`config.mk`:
```
export PLATFORM = sky130hd
export DESIGN_NAME = divided_clk_monitor
export DESIGN_NICKNAME = d
export VERILOG_FILES = /design/src/rtl/divided_clk_monitor_pkg.sv /design/src/rtl/divided_clk_monitor_sync_2ff.sv /design/src/rtl/divided_clk_monitor.sv
export SDC_FILE = /design/constraint.sdc
export NUM_CORES = 1
export LEC_CHECK = 0
export BUFFER_PORTS_ARGS = -buffer_cell sky130_fd_sc_hd__buf_2
export CORE_MARGIN = 2
export CORE_UTILIZATION = 50
export CTS_BUF_LIST = sky130_fd_sc_hd__clkbuf_16
export DETAILED_ROUTE_END_ITERATION = 10
export GPL_TIMING_DRIVEN = 0
export PLACE_DENSITY = 0.69
export SYNTH_ARGS = -nofsm -noshare
export SYNTH_HDL_FRONTEND = slang
export SYNTH_SLANG_ARGS = --single-unit
```
`constraint.sdc`:
```
create_clock -name clk -period 2.25 [get_ports clk]
set_input_delay 0.225 -clock clk [delete_from_list [all_inputs] [get_ports clk]]
set_output_delay 0.225 -clock clk [all_outputs]
set_load 0.05 [all_outputs]
```
`src/rtl/divided_clk_monitor_pkg.sv`:
```
// div_clk_mon_pkg: shared state type, default parameters and sizing helper for divided_clk_monitor
package div_clk_mon_pkg;
  typedef enum logic [1:0] {IDLE, ACQUIRE, LOCKED} state_t;
  localparam int DEF_DIV_VALUE = 4;
  localparam int DEF_TOL = 0;
  localparam int DEF_LOCK_COUNT = 4;
  localparam int DEF_TIMEOUT_CYCLES = 64;
  localparam int DEF_CNT_W = 16;
  function automatic int match_cnt_w(input int lock_count);
    return $clog2(lock_count + 1);
  endfunction
endpackage

```
`src/rtl/divided_clk_monitor_sync_2ff.sv`:
```
// sync_2ff: 1-bit two-flop synchronizer with asynchronous reset to 0
module sync_2ff (
  input  logic clk,
  input  logic rst,
  input  logic d,
  output logic q
);
  logic s1;
  always_ff @(posedge clk or posedge rst)
    if (rst) {q, s1} <= 2'b00;
    else {q, s1} <= {s1, d};
endmodule

```
`src/rtl/divided_clk_monitor.sv`:
```
// divided_clk_monitor: edge strobes, half-period measurement and lock detection for a divided clock
module divided_clk_monitor
  import div_clk_mon_pkg::*;
#(
  parameter int DIV_VALUE = DEF_DIV_VALUE,
  parameter int TOL = DEF_TOL,
  parameter int LOCK_COUNT = DEF_LOCK_COUNT,
  parameter int TIMEOUT_CYCLES = DEF_TIMEOUT_CYCLES,
  parameter int CNT_W = DEF_CNT_W
) (
  input  logic             clk,
  input  logic             rst,
  input  logic             div_clk_in,
  output logic             rise_pulse,
  output logic             fall_pulse,
  output logic [CNT_W-1:0] half_period,
  output logic             half_period_valid,
  output logic             locked,
  output logic             mismatch,
  output logic             timeout
);
  localparam int MCW = match_cnt_w(LOCK_COUNT);
  // lower bound clamped at 0 so a tolerance wider than the divide value cannot wrap
  localparam int LO = DIV_VALUE > TOL ? DIV_VALUE - TOL : 0;
  localparam logic [CNT_W:0] MIN_X = (CNT_W+1)'(LO);
  localparam logic [CNT_W:0] MAX_X = (CNT_W+1)'(DIV_VALUE + TOL);
  logic s2, prev, e, have_ref, match;
  logic [CNT_W-1:0] cnt;
  logic [MCW-1:0] match_cnt;
  state_t state;
  sync_2ff u_sync (.clk(clk), .rst(rst), .d(div_clk_in), .q(s2));
  assign e = s2 ^ prev;
  assign match = {1'b0, cnt} >= MIN_X && {1'b0, cnt} <= MAX_X;
  assign locked = state == LOCKED;
  always_ff @(posedge clk or posedge rst)
    if (rst) begin
      prev <= 1'b0;
      cnt <= '0;
      have_ref <= 1'b0;
      match_cnt <= '0;
      state <= IDLE;
      rise_pulse <= 1'b0;
      fall_pulse <= 1'b0;
      half_period <= '0;
      half_period_valid <= 1'b0;
      mismatch <= 1'b0;
      timeout <= 1'b0;
    end else begin
      prev <= s2;
      cnt <= e ? CNT_W'(1) : cnt + CNT_W'(!(&cnt));
      rise_pulse <= e & s2;
      fall_pulse <= e & ~s2;
      half_period_valid <= e & have_ref;
      mismatch <= 1'b0;
      timeout <= 1'b0;
      if (e) begin
        half_period <= cnt;
        have_ref <= 1'b1;
        if (state == IDLE) begin
          state <= ACQUIRE;
          match_cnt <= '0;
        end else if (have_ref && !match) begin
          state <= ACQUIRE;
          match_cnt <= '0;
          mismatch <= 1'b1;
        end else if (have_ref && state == ACQUIRE) begin
          match_cnt <= match_cnt + 1'b1;
          if (match_cnt == MCW'(LOCK_COUNT - 1)) state <= LOCKED;
        end
      end else if (state != IDLE && cnt == CNT_W'(TIMEOUT_CYCLES)) begin
        state <= IDLE;
        have_ref <= 1'b0;
        timeout <= 1'b1;
      end
    end
endmodule

```
Word level (Yosys, flattened, before mapping)
Cells that the tools add are included.
{"block": "totals", "regBits": 46, "elab_cells": 58, "in_bits": 3, "output_inout_bits": 22}
{"block": "classes", "add_sub_neg": 2, "n_reduce_logical": 13, "magnitude_cmp": 2, "eq_ne": 6, "muxes": 17, "bitwise": 5}
{"op": "adder 16 x 1 -> 16 bit", "count": 1}
{"op": "equality test 16 x 7 -> 1 bit, second input constant", "count": 1}
{"op": "greater-or-equal comparator 16 x 3 -> 1 bit, second input constant", "count": 1}
{"op": "less-or-equal comparator 16 x 3 -> 1 bit, second input constant", "count": 1}
{"op": "2-to-1 mux 16 bit", "count": 1}
{"op": "AND reduction 16 bit", "count": 1}
{"op": "2-to-1 mux 2 bit", "count": 6}
{"op": "2-to-1 mux 3 bit", "count": 3}
{"op": "!= test 4 x 1 -> 1 bit, second input constant", "count": 2}
{"op": "2-to-1 mux 1 bit", "count": 7}
{"op": "logical AND 1 bit", "count": 4}
{"op": "nonzero test 2 bit", "count": 2}
{"op": "adder 3 x 1 -> 3 bit, second input constant", "count": 1}
{"op": "AND 1 bit", "count": 3}
{"op": "equality test 3 x 2 -> 1 bit, second input constant", "count": 1}
{"op": "AND reduction 3 bit", "count": 1}
{"op": "nonzero test 3 bit", "count": 1}
{"op": "equality test 2 x 1 -> 1 bit, second input constant", "count": 1}
{"op": "equality test 2 bit, second input constant", "count": 1}
{"op": "zero test 1 bit", "count": 2}
{"op": "zero test 2 bit", "count": 1}
{"op": "AND reduction 2 bit", "count": 1}
{"op": "NOT 1 bit", "count": 1}
{"op": "XOR 1 bit", "count": 1}

Logic depth before layout (Yosys ltp)
Gate-level depths: netlist of the first run.
{"block": "logic_depth", "word_depth": 7, "ltp_mapped": 9, "depth_no_buf": 8}

Cells and area by module
Synthesis of the first run repeated with hierarchy kept, for this count alone.
{"block": "unflattened", "hier_cells": 168, "area_unflattened_um2": 1996.9}
{"module": "divided_clk_monitor", "area_per_inst_um2": 1943.1, "cells_per_inst": 165, "seq_area_each_um2": 1101.1, "instances": 1}
{"module": "sync_2ff", "area_per_inst_um2": 53.8, "cells_per_inst": 3, "seq_area_each_um2": 50.0, "instances": 1}

Least setup slack after synthesis of the first run
No wires, ideal clock.
{"block": "synth_timing", "path_kind": "register to register", "from": "register cnt[4]", "to": "register cnt[14]", "required_ns": 2.118, "arrival_ns": 2.082, "stages_incl_launch_ff": 9, "path_buffers": 1, "synth_period_minus_slack_ns": 2.214, "path_slack_ns": 0.036, "setup_time_ns": 0.132, "path_cell_list": "dfrtp_1 > clkbuf_1 > nand4_1 > or4_1 > ha_1 > nand4_1 > nor4_1 > xnor2_1 > nor2_1"}
{"block": "synth_between", "elab_chain_len": 4}
{"element": "start: declaration", "line": "divided_clk_monitor.sv:28", "source": "logic [CNT_W-1:0] cnt;"}
{"element": "start signal: assignment", "line": "divided_clk_monitor.sv:50", "source": "cnt <= e ? CNT_W'(1) : cnt + CNT_W'(!(&cnt));"}
{"element": "AND reduction 16 bit", "line": "divided_clk_monitor.sv:50"}
{"element": "zero test 1 bit", "line": "divided_clk_monitor.sv:50"}
{"element": "adder 16 x 1 -> 16 bit (*)", "line": "divided_clk_monitor.sv:50"}
{"element": "2-to-1 mux 16 bit (*)", "line": "divided_clk_monitor.sv:50"}
Every way passes the cells marked *; elsewhere a longest branch is shown, timed or not.
A chain may end at the register's enable or synchronous reset.

Worst setup path after layout of the first run
{"block": "layout_timing", "from": "register cnt[9]", "to": "register cnt[4]"}
{"block": "layout_between", "elab_chain_len": 4}
{"element": "AND reduction 16 bit", "line": "divided_clk_monitor.sv:50"}
{"element": "zero test 1 bit", "line": "divided_clk_monitor.sv:50"}
{"element": "adder 16 x 1 -> 16 bit", "line": "divided_clk_monitor.sv:50"}
{"element": "2-to-1 mux 16 bit", "line": "divided_clk_monitor.sv:50"}
No other way between the ends.

==> run_results.csv, run 1 <==
group,metric,value,unit
logic_synthesis,synth_cell_types,30,
worst_setup_path,slowest_stage,"or4_4",
global_routing,antenna_found_initial,0,
global_routing,grt_pass1_wl,6.25,mm
logic_synthesis,yosysWarnings,0,
clock_tree,postCtsHoldBufs,0,
final_layout,drive_gt1_frac,0.318,
floorplanning,ios,25,
clock_tree,path_clk_slew,0.06,ns
worst_setup_path,crit_path_max_fanout,7,
logic_synthesis,ys_top_cells_by_area,"dfrtp_1 (58%), mux2_2 (7.9%), ha_1 (3.8%)",
worst_setup_path,cp-start-kind,"flip-flop",
route,routed_via_density,5.45,
logic_synthesis,synth_top_cell_by_area,"dfrtp_1",
worst_setup_path,worstPathArrival,2.28,ns
worst_setup_path,cp_data_required_time,2.40,ns
clock_tree,cts_root_buffer,"clkbuf_16",
worst_setup_path,path_cells,"nand4_1 > or4_4 > ha_1 > nand4_1 > buf_4 > xor2_1 > nor2_1",
clock_tree,cts_tree,"yes",
timing,finalCriticalPeriod,2.13,ns
logic_synthesis,synth_mux_area_frac,0.0795,
timing,setup_viol_count_final,0,
run_status,outcome,"completed",
global_routing,use_met3,0.0456,
global_routing,gr-usage-all-layers,0.188,
floorplanning,dieArea,4490,um2
global_routing,grt_pass1_vias,1337,
logic_synthesis,syn_avg_cell_area,11.5,um2
final_layout,multi_input_area,776,um2
floorplanning,core,3740,um2
route,wl_per_cell,14.5,um
clock_tree,clkLatencyLatePin,0.28,ns
clock_tree,numCtsBuffers,5,
logic_synthesis,syn_area,1980,um2
floorplanning,num_rows,22,
worst_setup_path,path_buf_inv,1,
final_layout,final_cell_mix,"dfrtp_1 (37), buf_2 (24), nor2_1 (15)",
logic_synthesis,synth_compound_area_frac,0.0442,
clock_tree,htree_levels,2,
worst_setup_path,cpPeakStageDelay,0.56,ns
route,via_count,1412,
timing,hold_viol,0,
logic_synthesis,synthSimpleGateAreaFrac,0.175,
power_and_ir_drop,irDropWorstVdd,0.000625,V
final_layout,area_growth,19.7,%
floorplanning,chipHeight,67.0,um
global_routing,grt.busiest_layer,"met2",
worst_setup_path,critPathTopFamily,"simple AND/OR/NAND/NOR gates",
power_and_ir_drop,leakage,1.12,nW
logic_synthesis,synth_seq_cells,46,
floorplanning,initial_utilization,0.530,
route,first_iter_violations,45,
logic_synthesis,synth_fp_nets,182,
global_routing,grt_use_met2,0.329,
hold_path,min_path_type,"in -> reg",
final_layout,fin_nets,219,
final_layout,final_core_util,0.634,
power_and_ir_drop,power,1.87,mW
logic_synthesis,yosys.area_share.adder,0.0379,
power_and_ir_drop,p_per_area,789,nW/um2
final_layout,seqCellArea,1160,um2
global_routing,grt_max_degree,47,
logic_synthesis,ys_seq_area_frac,0.580,
route,routed_wl,3.76,mm
timing,slew_headroom,0.375,
placement,place.gp.congestion,0.807,
floorplanning,die_x,67.0,um
worst_setup_path,cp_common_cell,"nand4_1",
clock_tree,clock-sinks,46,
worst_setup_path,path_class,"reg -> reg",
route,drc,0,
timing,skew,0.00204,ns
worst_setup_path,end_kind,"flip-flop",
clock_tree,clockBufferDepth,2,
route,ant_nets,0,
logic_synthesis,synth_top_family_by_area,"simple AND/OR/NAND/NOR gates",
timing,tightest_slew,0.936,ns
job,timing.max_cap.violations,0,
placement,port_buffers,24,
timing,min_period_over_period,0.947,
logic_synthesis,postSynthCellCount,173,
global_routing,grt_use_met1,0.231,
placement,dp_hpwl,2.55,mm
final_layout,diodes,0,
route,first_pass_iters,4,
timing,rsz0062_at_grt,"false",
timing,finalMaxSlewViolations,0,
logic_synthesis,yosysTopAreaCellShare,0.580,
final_layout,final_common_cell,"dfrtp_1",
logic_synthesis,synth_xor_area_frac,0.0530,
timing,fmax,469,MHz
final_layout,num-fill-cells,314,
global_routing,grt_overflow,0,
-- cell families (layout without fill, tap and decap cells) --
group                    count (synthesis)  after routing
AND/OR/NAND/NOR                         63             63
flip-flops                              46             46
AO/OA/AOI/OAI                           16             16
buffers and inverters                   16             54
multiplexers                            14             14
XOR/XNOR                                12             12
adder cells (fa/ha/maj)                  6              6
-- what timing repair did --
action	CTS	global route
pin swaps	1	2
endpoints found under the setup margin	15	10
buffers inserted	3	7
resized for setup	2	8
-- area by class of cell --
class / count / area share
Clock inverter: 3 / 0.00474
Timing Repair Buffer: 34 / 0.0822
Inverter: 9 / 0.0142
Sequential cell: 46 / 0.489
Clock buffer: 5 / 0.0527
Buffer: 3 / 0.00474
Multi-Input combinational cell: 111 / 0.327
Tap cell: 48 / 0.0253
-- cell usage after synthesis (all sizes together) --
cell type,instances
nand3,7
o21bai,1
nand4b,1
and3,1
nor4,5
xnor2,8
nor4b,1
or4,2
or4b,1
nand4,5
nor2,15
clkbuf,6
o22ai,3
nand2,10
nor2b,4
buf,1
inv,9
a31oi,1
xor2,4
nor3,6
o21ai,8
and4b,1
dfrtp,46
mux2,14
or3,3
ha,6
a21oi,3
nand2b,1
-- where the power goes --
group          internal (mW)  total, mW  switching (mW)  leakage [nW]
clock network          0.400      0.682           0.282        0.0663
registers              0.870      0.897          0.0279         0.594
logic                  0.102      0.295           0.193         0.459
-- registers in the layout, indices dropped and copies added (netlist names) --
signal and count:
prev 1, have_ref 1, rise_pulse 1, fall_pulse 1, u_sync.q 1, mismatch 1
cnt 16, half_period_valid 1, u_sync.s1 1, state 2, match_cnt 3, timeout 1
half_period 16
-- routing by layer --
layer  routed length [um]  vias up
met1                 1590      713
met2                 2000       20
li1                     -      677
met5                    0        -
met3                  135        2
met4                   27        0
-- per-stage QoR --
step                      hold WS [ns]  setup TNS (ns)  worst slack, ns  cells  instance area, um2
final                           0.0478               0            0.118    259                2370
after floorplan                  0.256               0           0.0357    173                1980
after detailed placement         0.334           -3.68           -0.368    245                2160
after CTS                       0.0442               0           0.0179    252                2310
after global routing            0.0417               0           0.0100    259                2370
after global placement           0.333           -2.86           -0.317    245                2160
-- path summary, 6_finish.rpt --
path	startpoint	end	slack (ns)	cells past startpoint
worst min register to register	u_sync.s1	u_sync.q	0.35	0
worst max-delay path	cnt[9]	cnt[4]	0.12	7
worst max register to register	cnt[9]	cnt[4]	0.12	7
worst min-delay path	div_clk_in	u_sync.s1	0.05	1
min in group asynchronous	rst	u_sync.q	0.16	2
max in group asynchronous	rst	cnt[6]	1.45	2
(Power assumes the default switching activity.)
==> run 2: changes to the inputs <==
- SYNTH_HIERARCHICAL: unset -> 1
==> run 2 against run 1 <==
Net effect:
- count of clock-buffer cells in the layout stayed put
- worst hold slack better by 0.0025 ns
- largest cell class unchanged
- largest power group unchanged
- maximum frequency is 0.15% lower
==> run_results.csv, run 2 <==
group,metric,value,unit
final_layout,fin_nets,208,
placement,port_buffers,24,
logic_synthesis,ys_seq_area_frac,0.576,
timing,setup_viol_count_final,0,
final_layout,top_regs,"cnt x16, half_period x16, match_cnt x3",
floorplanning,core,3740,um2
clock_tree,cts_tree,"yes",
power_and_ir_drop,leakage,1.16,nW
worst_setup_path,r2r_start,"cnt[2]",
floorplanning,dieArea,4520,um2
worst_setup_path,cp-start-kind,"flip-flop",
clock_tree,cts_root_buffer,"clkbuf_16",
hold_path,min_path_type,"in -> reg",
power_and_ir_drop,power.internal,1.34,mW
route,via_count,1326,
worst_setup_path,crit_path_max_fanout,9,
timing,fmax,468,MHz
worst_setup_path,worst-r2r-setup-slack,0.12,ns
final_layout,fin_area,2330,um2
placement,dp_hpwl,2.50,mm
route,ant_nets,0,
timing,setup-tns-final,0,ns
power_and_ir_drop,p_seq_frac,0.498,
logic_synthesis,ys_top_cells_by_area,"dfrtp_1 (58%), mux2_2 (9.0%), xor2_1 (4.8%)",
route,routed_wl,3.60,mm
worst_setup_path,slowest_stage,"dfrtp_1",
worst_setup_path,cp_common_cell,"nand3_1",
job,timing.max_cap.violations,0,
clock_tree,path_clk_slew,0.06,ns
worst_setup_path,path_buf_inv,0,
final_layout,final_core_util,0.622,
worst_setup_path,path_cells,"and4_2 > and4_1 > nand3_1 > ha_2 > nand3_1 > or3_1 > a21oi_1",
worst_setup_path,cp_data_required_time,2.46,ns
global_routing,grt_overflow,0,
logic_synthesis,synth_cell_types,35,
timing,tightest_slew,0.877,ns
final_layout,drive_gt1_frac,0.273,
floorplanning,initial_utilization,0.533,
global_routing,antenna_found_initial,0,
run_status,outcome,"completed",
power_and_ir_drop,power_frac_comb,0.140,
route,first_iter_violations,68,
floorplanning,die_x,67.2,um
worst_setup_path,startpoint,"cnt[2]",
placement,dp_slack,-0.0299,ns
worst_setup_path,worstPathArrival,2.34,ns
logic_synthesis,post-synth-top-count-cell,"dfrtp_1",
final_layout,fin_cells,246,
power_and_ir_drop,p_per_area,782,nW/um2
logic_synthesis,synth_fp_nets,177,
worst_setup_path,path_depth,7,
route,wl_per_cell,14.6,um
worst_setup_path,critPathTopFamily,"simple AND/OR/NAND/NOR gates",
clock_tree,htree_levels,2,
worst_setup_path,path_class,"reg -> reg",
logic_synthesis,yosysWarnings,6,
placement,place.gp.congestion,0.778,
clock_tree,numCtsBuffers,5,
logic_synthesis,synth_ff_type,"dfrtp_1",
timing,rsz0062_at_grt,"false",
route,first_pass_iters,4,
timing,slew_headroom,0.415,
logic_synthesis,synth_top_cell_by_area,"dfrtp_1",
final_layout,final_cell_mix,"dfrtp_1 (46), buf_2 (24), mux2_2 (16)",
timing,finalCriticalPeriod,2.13,ns
logic_synthesis,synth_edf_count,0,
power_and_ir_drop,p_clk_frac,0.362,
logic_synthesis,postSynthCellCount,168,
clock_tree,clockBufferDepth,2,
logic_synthesis,yosysTopAreaCellShare,0.576,
global_routing,gr-usage-all-layers,0.194,
floorplanning,num_rows,22,
route,routed_via_density,5.39,
logic_synthesis,async_flop_share,1.00,
placement,placedCellCount,240,
logic_synthesis,syn_area,2000,um2
global_routing,grt_pass1_vias,1370,
timing,finalWorstSetupSlack,0.115,ns
clock_tree,clkLatencyLatePin,0.28,ns
floorplanning,ios,25,
worst_setup_path,reg2reg_depth,7,
power_and_ir_drop,irDropWorstVdd,0.000319,V
final_layout,diodes,0,
final_layout,area_growth,16.6,%
worst_setup_path,end_kind,"flip-flop",
worst_setup_path,crit_end,"cnt[14]",
route,drc,0,
final_layout,final_common_cell,"dfrtp_1",
timing,min_period_over_period,0.949,
worst_setup_path,r2r-end,"cnt[14]",
floorplanning,chipHeight,67.2,um
power_and_ir_drop,netSwitchingPower,0.482,mW
clock_tree,clock-sinks,46,
worst_setup_path,cpPeakStageDelay,0.47,ns
timing,skew,0.00363,ns
timing,hold_viol,0,
logic_synthesis,synth_common_cells,"dfrtp_1 (46), mux2_2 (16), nor2_1 (15)",
power_and_ir_drop,swShare,0.264,
logic_synthesis,synth_seq_cells,46,
timing,finalMaxSlewViolations,0,
placement,placedInstanceArea,2180,um2
logic_synthesis,syn_avg_cell_area,11.9,um2
global_routing,grt_max_degree,45,
global_routing,grt_pass1_wl,6.35,mm
-- run 2: cell types whose count changed after synthesis, sizes merged, moves of 2 or more --
| cell | previous run | this run |
|---|---|---|
| o21ai | 8 | 5 |
| nor3 | 6 | 2 |
| nor4 | 5 | 2 |
| and3 | 1 | 3 |
| xnor2 | 8 | 1 |
| and4 | 0 | 4 |
| nand4 | 5 | 7 |
| nand3 | 7 | 5 |
| clkbuf | 6 | 3 |
| mux2 | 14 | 16 |
| xor2 | 4 | 11 |
-- run 2: what timing repair did --
action,4_1_cts,5_1_grt
gates resized for setup,2,2
setup endpoints to repair,2,12
hold buffers,1,0
endpoints found under the hold margin,2,0
setup buffers,0,0
-- run 2: worst min path at each step --
stage,startpoint,endpoint,slack [ns],cells after the start
after floorplan,rst,u_sync/q,-0.03,1
after global placement,rst,u_sync/s1,0.08,2
after detailed placement,rst,u_sync/q,0.09,2
after CTS,div_clk_in,u_sync/s1,0.04,1
after global routing,div_clk_in,u_sync/s1,0.04,1
final,div_clk_in,u_sync/s1,0.05,1
-- run 2: stage by stage --
step	hold WS, ns	power [mW]
after global placement	0.0819	1.16
after global routing	0.0404	1.91
final	0.0503	1.82
after floorplan	-0.0338	1.11
after detailed placement	0.0937	1.17
after CTS	0.0426	1.84
-- run 2: cell families after synthesis --
group / share of synthesized area
AND/OR/NAND/NOR: 0.180
flip-flops: 0.576
multiplexers: 0.0952
buffers and inverters: 0.0244
AO/OA/AOI/OAI: 0.0338
XOR/XNOR: 0.0526
adder cells (fa/ha/maj): 0.0376
-- run 2: cell type report --
type | count | area [um2]
repair buffers | 25 | 130
fillers | 328 | 1420
clock inverters | 1 | 3.75
inverters | 8 | 30.0
clock buffers | 5 | 125
plain buffers | 4 | 15.0
multi-input cells | 109 | 813
flip-flops and latches | 46 | 1150
well taps | 48 | 60.1
-- run 2: power by group through the flow --
stage / Clock (mW) / Combinational [mW] / Sequential (mW)
floorplan: 0 / 0.114 / 0.994
global placement: 0 / 0.249 / 0.916
detailed placement: 0 / 0.254 / 0.921
CTS: 0.679 / 0.257 / 0.906
global route: 0.718 / 0.277 / 0.913
finish: 0.659 / 0.255 / 0.907
-- run 2: layer usage --
metal | GRT usage | vias up | share of wire
li1 | - | 644 | -
met1 | 0.232 | 649 | 0.44
met2 | 0.328 | 28 | 0.50
met3 | 0.0500 | 5 | 0.044
met4 | 0.0918 | 0 | 0.018
met5 | 0 | - | 0
